**src/rtl/diaosi_types_pkg.sv**
```systemverilog
// Shared types for the diaosi pipeline: next-PC select encoding and the
// pipeline-controller state.
// Purely declarative; no logic.
package diaosi_types_pkg;

  // Next-PC select carried down the pipe; anything but ADD4 is a redirect.
  typedef enum logic [1:0] {
    ADD4_DIAOSI   = 2'd0,
    BRANCH_DIAOSI = 2'd1,
    JUMP_DIAOSI   = 2'd2,
    JR_DIAOSI     = 2'd3
  } pcsrc_t;

  // Pipeline controller states.
  typedef enum logic [1:0] {
    RUN      = 2'd0,
    MEM_WAIT = 2'd1,
    HALTED   = 2'd2
  } pctrl_state_t;

endpackage

```
**src/rtl/hazard_detect.sv**
```systemverilog
// Load-use hazard detector: flags an IF/ID source that matches an ID/EX load.
// Latency: purely combinational, zero cycles.
// Backpressure: none; the controller decides what to do with the flag.
module hazard_detect (
  input  logic       d_ren_o2,
  input  logic [4:0] wsel_o2,
  input  logic [4:0] rs_o1,
  input  logic [4:0] rt_o1,
  output logic       load_use
);

  // Register 0 is hardwired, so a load targeting it never creates a hazard.
  assign load_use = d_ren_o2 && (wsel_o2 != 5'd0) &&
                    ((wsel_o2 == rs_o1) || (wsel_o2 == rt_o1));

endmodule

```
**src/rtl/pipe_ctrl.sv**
```systemverilog
// Pipeline controller: stage enables, bubble inserts, dmem gating, halt, perf counters.
// Latency: enables/flushes are combinational from state and inputs; state and counters update on CLK.
// Backpressure: a pending data access without dhit freezes every stage until dhit arrives.
module pipe_ctrl
  import diaosi_types_pkg::*;
#(
  parameter int CNT_W = 16
) (
  input  logic             CLK,
  input  logic             RST,
  input  logic             ihit,
  input  logic             dhit,
  input  logic             d_ren_o3,
  input  logic             d_wen_o3,
  input  pcsrc_t           PCSrc_o3,
  input  logic             halt_o3,
  input  logic             d_ren_o2,
  input  logic [4:0]       wsel_o2,
  input  logic [4:0]       rs_o1,
  input  logic [4:0]       rt_o1,
  output logic             pc_en,
  output logic             pipe1_en,
  output logic             pipe2_en,
  output logic             pipe3_en,
  output logic             pipe4_en,
  output logic             flush1,
  output logic             flush2,
  output logic             flush3,
  output logic             dmem_ren,
  output logic             dmem_wen,
  output logic             halt,
  output logic [CNT_W-1:0] stall_cnt,
  output logic [CNT_W-1:0] flush_cnt
);

  pctrl_state_t state;
  pctrl_state_t state_nxt;

  logic       mem_busy;
  logic       redirect;
  logic       load_use;
  logic [4:0] en;   // {pc, pipe1, pipe2, pipe3, pipe4}
  logic [2:0] fl;   // {flush1, flush2, flush3}

  assign mem_busy = d_ren_o3 | d_wen_o3;
  assign redirect = (PCSrc_o3 != ADD4_DIAOSI);

  hazard_detect u_hazard_detect (
    .d_ren_o2 (d_ren_o2),
    .wsel_o2  (wsel_o2),
    .rs_o1    (rs_o1),
    .rt_o1    (rt_o1),
    .load_use (load_use)
  );

  assign {pc_en, pipe1_en, pipe2_en, pipe3_en, pipe4_en} = en;
  assign {flush1, flush2, flush3} = fl;

  // Enables, flushes, dmem gating and next state; everything is forced low during reset.
  always_comb begin
    en        = 5'b00000;
    fl        = 3'b000;
    dmem_ren  = 1'b0;
    dmem_wen  = 1'b0;
    halt      = 1'b0;
    state_nxt = state;
    if (!RST) begin
      dmem_ren = d_ren_o3;
      dmem_wen = d_wen_o3;
      case (state)
        RUN: begin
          if (halt_o3) begin
            halt      = 1'b1;
            state_nxt = HALTED;
          end else if (mem_busy && !dhit) begin
            state_nxt = MEM_WAIT;
          end else if (redirect) begin
            en = 5'b11111;
            fl = 3'b111;
          end else if (load_use) begin
            // Hold PC and IF/ID, bubble into ID/EX so the load can retire.
            en = 5'b00111;
            fl = 3'b010;
          end else if (!ihit) begin
            // Hold PC, let older instructions drain, bubble into IF/ID.
            en = 5'b01111;
            fl = 3'b100;
          end else begin
            en = 5'b11111;
          end
        end
        MEM_WAIT: begin
          if (dhit) begin
            en        = 5'b11111;
            state_nxt = RUN;
          end
        end
        HALTED: begin
          halt     = 1'b1;
          dmem_ren = 1'b0;
          dmem_wen = 1'b0;
        end
        default: state_nxt = RUN;
      endcase
    end
  end

  // State register and saturating stall/flush counters.
  always_ff @(posedge CLK) begin
    if (RST) begin
      state     <= RUN;
      stall_cnt <= '0;
      flush_cnt <= '0;
    end else begin
      state <= state_nxt;
      if ((state != HALTED) && !pc_en && (stall_cnt != '1))
        stall_cnt <= stall_cnt + CNT_W'(1);
      if ((|fl) && (flush_cnt != '1))
        flush_cnt <= flush_cnt + CNT_W'(1);
    end
  end

endmodule

```
**config.mk**
```make
export PLATFORM = sky130hd
export DESIGN_NAME = pipe_ctrl
export DESIGN_NICKNAME = d
export VERILOG_FILES = /design/src/rtl/diaosi_types_pkg.sv /design/src/rtl/hazard_detect.sv /design/src/rtl/pipe_ctrl.sv
export SDC_FILE = /design/constraint.sdc
export NUM_CORES = 1
export LEC_CHECK = 0
export ABC_AREA = 1
export CORE_ASPECT_RATIO = 0.6
export CORE_UTILIZATION = 52
export DETAILED_ROUTE_END_ITERATION = 8
export GPL_TIMING_DRIVEN = 0
export PLACE_DENSITY = 0.89
export SLEW_MARGIN = 20
export SYNTH_ARGS = -nofsm -noshare
export SYNTH_HDL_FRONTEND = slang
export SYNTH_SLANG_ARGS = --single-unit
export TNS_END_PERCENT = 1
```
**constraint.sdc**
```tcl
create_clock -name CLK -period 3.5 [get_ports CLK]
set_input_delay 0.7 -clock CLK [delete_from_list [all_inputs] [get_ports CLK]]
set_output_delay 0.7 -clock CLK [all_outputs]
set_load 0.02 [all_outputs]
```
Word level (Yosys, flattened, before mapping)
Cells that the tools add are included.
{"block": "totals", "register_bits": 34, "elab_cells": 56}
{"block": "classes", "addsub": 2, "eq_ne": 9, "muxes": 26, "bitwise": 2, "reduce_logical": 14}
{"op": "two-way mux 5 bit", "n": 7}
{"op": "adder 16 x 1 -> 16 bit (second input constant)", "n": 2}
{"op": "!= test 16 bit (second input constant)", "n": 2}
{"op": "two-way mux 3 bit", "n": 7}
{"op": "equality test 5 bit", "n": 2}
{"op": "one-hot mux 5 bit (2 select lines)", "n": 1}
{"op": "logical AND 1 bit", "n": 6}
{"op": "two-way mux 1 bit", "n": 6}
{"op": "two-way mux 2 bit", "n": 3}
{"op": "one-hot mux 2 bit (3 select lines)", "n": 1}
{"op": "nonzero test 5 bit", "n": 1}
{"op": "!= test 2 bit (second input constant)", "n": 2}
{"op": "!= test 3 bit (second input constant)", "n": 1}
{"op": "AND reduction 3 bit", "n": 1}
{"op": "OR reduction 3 bit", "n": 1}
{"op": "equality test 2 x 1 -> 1 bit (second input constant)", "n": 1}
{"op": "equality test 2 bit (second input constant)", "n": 1}
{"op": "zero test 1 bit", "n": 2}
{"op": "zero test 2 bit", "n": 1}
{"op": "one-hot mux 1 bit (2 select lines)", "n": 1}
{"op": "nonzero test 2 bit", "n": 1}
{"op": "logical OR 1 bit", "n": 1}
{"op": "NOT 1 bit", "n": 1}
{"op": "bitwise OR 1 bit", "n": 1}

Logic depth before layout (Yosys ltp)
Gate-level depths: netlist of the first run.
{"block": "logic_depth", "depth_word": 12, "depth_mapped": 14, "mapped_depth_nobuf": 14}

Hierarchy
A second synthesis of the first run with hierarchy kept.
{"block": "hier_totals", "cells_unflattened": 391, "area_unflattened_um2": 2469.9}
{"mod": "pipe_ctrl", "instances": 1, "cells_per_inst": 346, "area_per_inst_um2": 2274.7}
{"mod": "hazard_detect", "instances": 1, "cells_per_inst": 45, "area_per_inst_um2": 195.2}

Least setup slack after synthesis of the first run
No wires, ideal clock.
{"block": "synth_path", "path_type": "input port to output port", "startpoint": "input port d_wen_o3", "endpoint": "output port pc_en", "arrival_ns": 1.783, "t_required_ns": 2.800, "slack_ns": 1.017, "stages": 6, "path_cell_list": "o21ai_1 nand3_2 a21oi_2 nand2_4 buf_6 inv_1"}
{"block": "synth_between", "elab_chain_cells": 6}
{"element": "start, declared", "line_no": "pipe_ctrl.sv:14", "source": "input logic d_wen_o3,"}
{"element": "bitwise OR 1 bit", "line_no": "pipe_ctrl.sv:45", "source": "assign mem_busy = d_ren_o3 | d_wen_o3;"}
{"element": "logical AND 1 bit", "line_no": "pipe_ctrl.sv:75", "source": "end else if (mem_busy && !dhit) begin"}
{"element": "two-way mux 5 bit", "line_no": "pipe_ctrl.sv:75"}
{"element": "two-way mux 5 bit", "line_no": "pipe_ctrl.sv:72", "source": "if (halt_o3) begin"}
{"element": "one-hot mux 5 bit (2 select lines)", "line_no": "pipe_ctrl.sv:70", "source": "case (state)"}
{"element": "two-way mux 5 bit", "line_no": "pipe_ctrl.sv:67", "source": "if (!RST) begin"}
{"element": "end, declared", "line_no": "pipe_ctrl.sv:21", "source": "output logic pc_en,"}
No other way between the ends.

Worst setup path in the final report of the first run
{"block": "layout_path", "startpoint": "input port dhit", "endpoint": "output port pipe1_en"}
{"block": "layout_between", "elab_chain_cells": 6, "elab_cells_between_ends": 7}
{"element": "start, declared", "line_no": "pipe_ctrl.sv:12", "source": "input logic dhit,"}
{"element": "zero test 1 bit", "line_no": "pipe_ctrl.sv:75"}
{"element": "logical AND 1 bit", "line_no": "pipe_ctrl.sv:75"}
{"element": "two-way mux 5 bit", "line_no": "pipe_ctrl.sv:75"}
{"element": "two-way mux 5 bit", "line_no": "pipe_ctrl.sv:72"}
{"element": "one-hot mux 5 bit (2 select lines) *", "line_no": "pipe_ctrl.sv:70"}
{"element": "two-way mux 5 bit *", "line_no": "pipe_ctrl.sv:67"}
{"element": "end, declared", "line_no": "pipe_ctrl.sv:22", "source": "output logic pipe1_en,"}
Every way passes the cells marked *; elsewhere a longest branch is shown, timed or not.

==> results.toml, run 1 <==
[placement]
dp.cells = 486
port_buffers = 66
gp_congestion = 0.940
post-place-ws_ns = 0.0432
dp_hpwl_um = 5120

[setup_path]
worstReg2RegStart = "stall_cnt[0]$_SDFFE_PP0P_"
critPathKind = "input pin to output port"
end_kind = "output port"
path_max_fanout = 5
cp-start-kind = "input pin"
crit_buf_inv = 4
worstSetupStartpoint = "dhit"
worstPathRequired_ns = 2.80
slowest_delay_ns = 0.61
crit_arrival_ns = 2.64
cpLargestDelayFamily = "buffers and inverters"
cp_slowest_cell = "clkdlybuf4s50_1"
crit_chain = "clkdlybuf4s50_1 > inv_1 > o21ai_1 > nand3_2 > a21oi_2 > o21ai_0 > inv_1 > clkdlybuf4s50_1"

[logic_synthesis]
synth_top_flop_cell = "dfxtp_1"
ys_ff_latch = 34
yosysTopAreaCell = "dfxtp_1"
ys_seq_area_share_pct = 29.1
syn_inst = 360
synth_edf_count = 0
netlist_area_mm2 = 0.00234
netlist.area_leader.share_pct = 29.1
yosysWarnings = 0
yosysMostFrequentCell = "nand2_1"
synth_nets = 387
synth_commonest_cells = "nand2_1 (88), nand3_1 (48), dfxtp_1 (34), nor2_1 (34), inv_1 (33)"
synthDistinctLibCells = 30
syn_avg_cell_area_um2 = 6.50
synth_area_leaders = "dfxtp_1 (29%), nand2_1 (14%), nand3_1 (10%), xor2_1 (7.1%), a21oi_1 (6.6%)"
async_flop_share_pct = 0

[clocking]
clock_latency_ns = 0.29
cts_tree = "yes"
htreeDepth = 2
cts.sinks = 34
hold_buffers = 0
clk_path_buf_depth = 2
clk_root_buffer_cell = "clkbuf_8"
clk_pin_slew_ns = 0.07
numCtsBuffers = 5

[timing]
rsz0062_at_grt = "no"
final_hold_viol_count = 0
layout_setup_ws_ns = 0.157
final-setup-viol-count = 0
tns_ns = 0
slew_headroom_pct = 63.0
fmax_ghz = 0.299
drv_slew = 0
min_period_ns = 3.34
tightest_slew_ns = 0.549
fin_crit_sh_pct = 95.5
clock_skew_ns = 0.0122

[drt]
first_iter_violations = 192
post-route-drc-count = 0
vias_per_cell = 5.33
first_pass_iters = 5
via_count = 2633
drt_wl_total_um = 6520
antenna_left = 0
wl_per_cell_um = 13.2

[die]
io_pins = 68
row_count = 18
coreArea_mm2 = 0.00421
die_area_mm2 = 0.00478
die_h_um = 53.9
start_util_pct = 55.5
die_x_um = 88.6

[global_route]
grt_util_met3_pct = 6.29
grt_busiest_layer = "met2"
grt_pass1_wl_um = 10200
grt_max_degree = 13
grt_usage_pct = 28.3
grt-ovfl-total = 0
grt_pass1_vias = 2261
grt_antenna_before_repair = 0
use_met1_pct = 40.4
use_met2_pct = 41.8

[power]
peakVddDrop_v = 0.000254
p_sw_share_pct = 26.8
p_total_mw = 1.04
power.internal_mw = 0.764
power_frac_seq_pct = 39.0
share_comb_of_total_power_pct = 17.9
p_sw_mw = 0.279
power_frac_clock_pct = 43.1
p_leak_nw = 1.22
p_per_area_mw_per_mm2 = 325

[layout]
synthToLayoutAreaGrowth_pct = 37.5
layout-drive-gt1-share_pct = 8.99
fin_cells = 494
n_antenna_cell = 0
nets = 460

[run]
drv_cap = 0

[min_path]
worstHoldStart = "stall_cnt[9]$_SDFFE_PP0P_"
hp-class = "flip-flop to flip-flop"

[outcome]
status = "completed"
[power by group through the flow]
stage | registers, mW | clock network [mW] | logic (mW)
after floorplan | 0.420 | 0 | 0.0993
after global placement | 0.415 | 0 | 0.181
after detailed placement | 0.416 | 0 | 0.186
after CTS | 0.406 | 0.451 | 0.187
after global routing | 0.408 | 0.467 | 0.202
final | 0.407 | 0.450 | 0.187
[placed cells by master, fill, tap and decap left out, drive strengths merged]
cell type / Yosys / routed
xnor2: 10 / 10
bufinv: 0 / 2
clkinv: 1 / 2
clkdlybuf4s50: 0 / 65
nor4: 3 / 3
xor2: 19 / 19
nor4b: 1 / 1
inv: 39 / 39
ha: 2 / 2
dlymetal6s2s: 0 / 1
clkbuf: 3 / 8
nand3: 50 / 50
nand4: 5 / 5
nand2: 96 / 96
buf: 11 / 11
o21ai: 4 / 4
nor2: 37 / 37
a21oi: 32 / 32
nor3: 11 / 11
dfxtp: 34 / 34
nand3b: 2 / 2
[flip-flops by register name (all words and copies together) (netlist names)]
name	flops
stall_cnt	16
state	2
flush_cnt	16
[worst min-delay path: stages (launching register included)]
cell     delay (ns)
dfxtp_1        0.34
nand2_1        0.07
a21oi_1        0.05
[layout make-up]
type	instances	area [um2]
clock inverters	3	68.8
well taps	60	75.1
multi-input cells	272	1410
flip-flops and latches	34	681
fillers	341	997
repair buffers	66	663
plain buffers	14	93.8
clock buffers	5	68.8
inverters	40	150
[metal layers]
metal  share of wire (%)  up-vias
li1                    -     1304
met1                  48     1196
met2                  41      127
met3                 9.7        6
met4                0.86        0
met5                   0        -
[logic make-up (layout without fill, tap and decap cells)]
group / after synthesis / in the layout / synth area share [%]
flops: 34 / 34 / 29.1
fa+ha+maj: 2 / 2 / 1.07
buf+inv: 54 / 128 / 10.4
simple gates: 205 / 205 / 40.7
xor+xnor: 29 / 29 / 10.9
compound gates: 36 / 36 / 7.86
[through the flow]
stage	instance area [um2]	util, %	hold WS (ns)
after CTS	3210	76.3	0.502
after detailed placement	3070	73.0	0.491
after global placement	3070	73.0	0.466
final	3210	76.3	0.501
after floorplan	2340	-	0.490
after global routing	3210	76.3	0.542
[path summary, 6_finish.rpt]
check	slack [ns]	to	cells past startpoint
worst min-delay path	0.50	stall_cnt[9]$_SDFFE_PP0P_	2
worst min register to register	0.50	stall_cnt[9]$_SDFFE_PP0P_	2
worst max register to register	1.42	stall_cnt[15]$_SDFFE_PP0P_	9
worst max-delay path	0.16	pipe1_en	8
[repair_timing]
action,CTS,global route
setup buffers,0,0
setup endpoints to repair,0,1
resized for setup,0,1
Note: power is estimated with default switching activity, not from simulation.
==> run 2: changes to the inputs <==
--- a/config.mk
+++ b/config.mk
@@ -6,6 +6,7 @@
 export NUM_CORES = 1
 export LEC_CHECK = 0
 export ABC_AREA = 1
+export CAP_MARGIN = 5
 export CORE_ASPECT_RATIO = 0.6
 export CORE_UTILIZATION = 52
 export DETAILED_ROUTE_END_ITERATION = 8
==> results of run 2 <==
No change in the layout: final DEF, timing and power equal those of run 1.
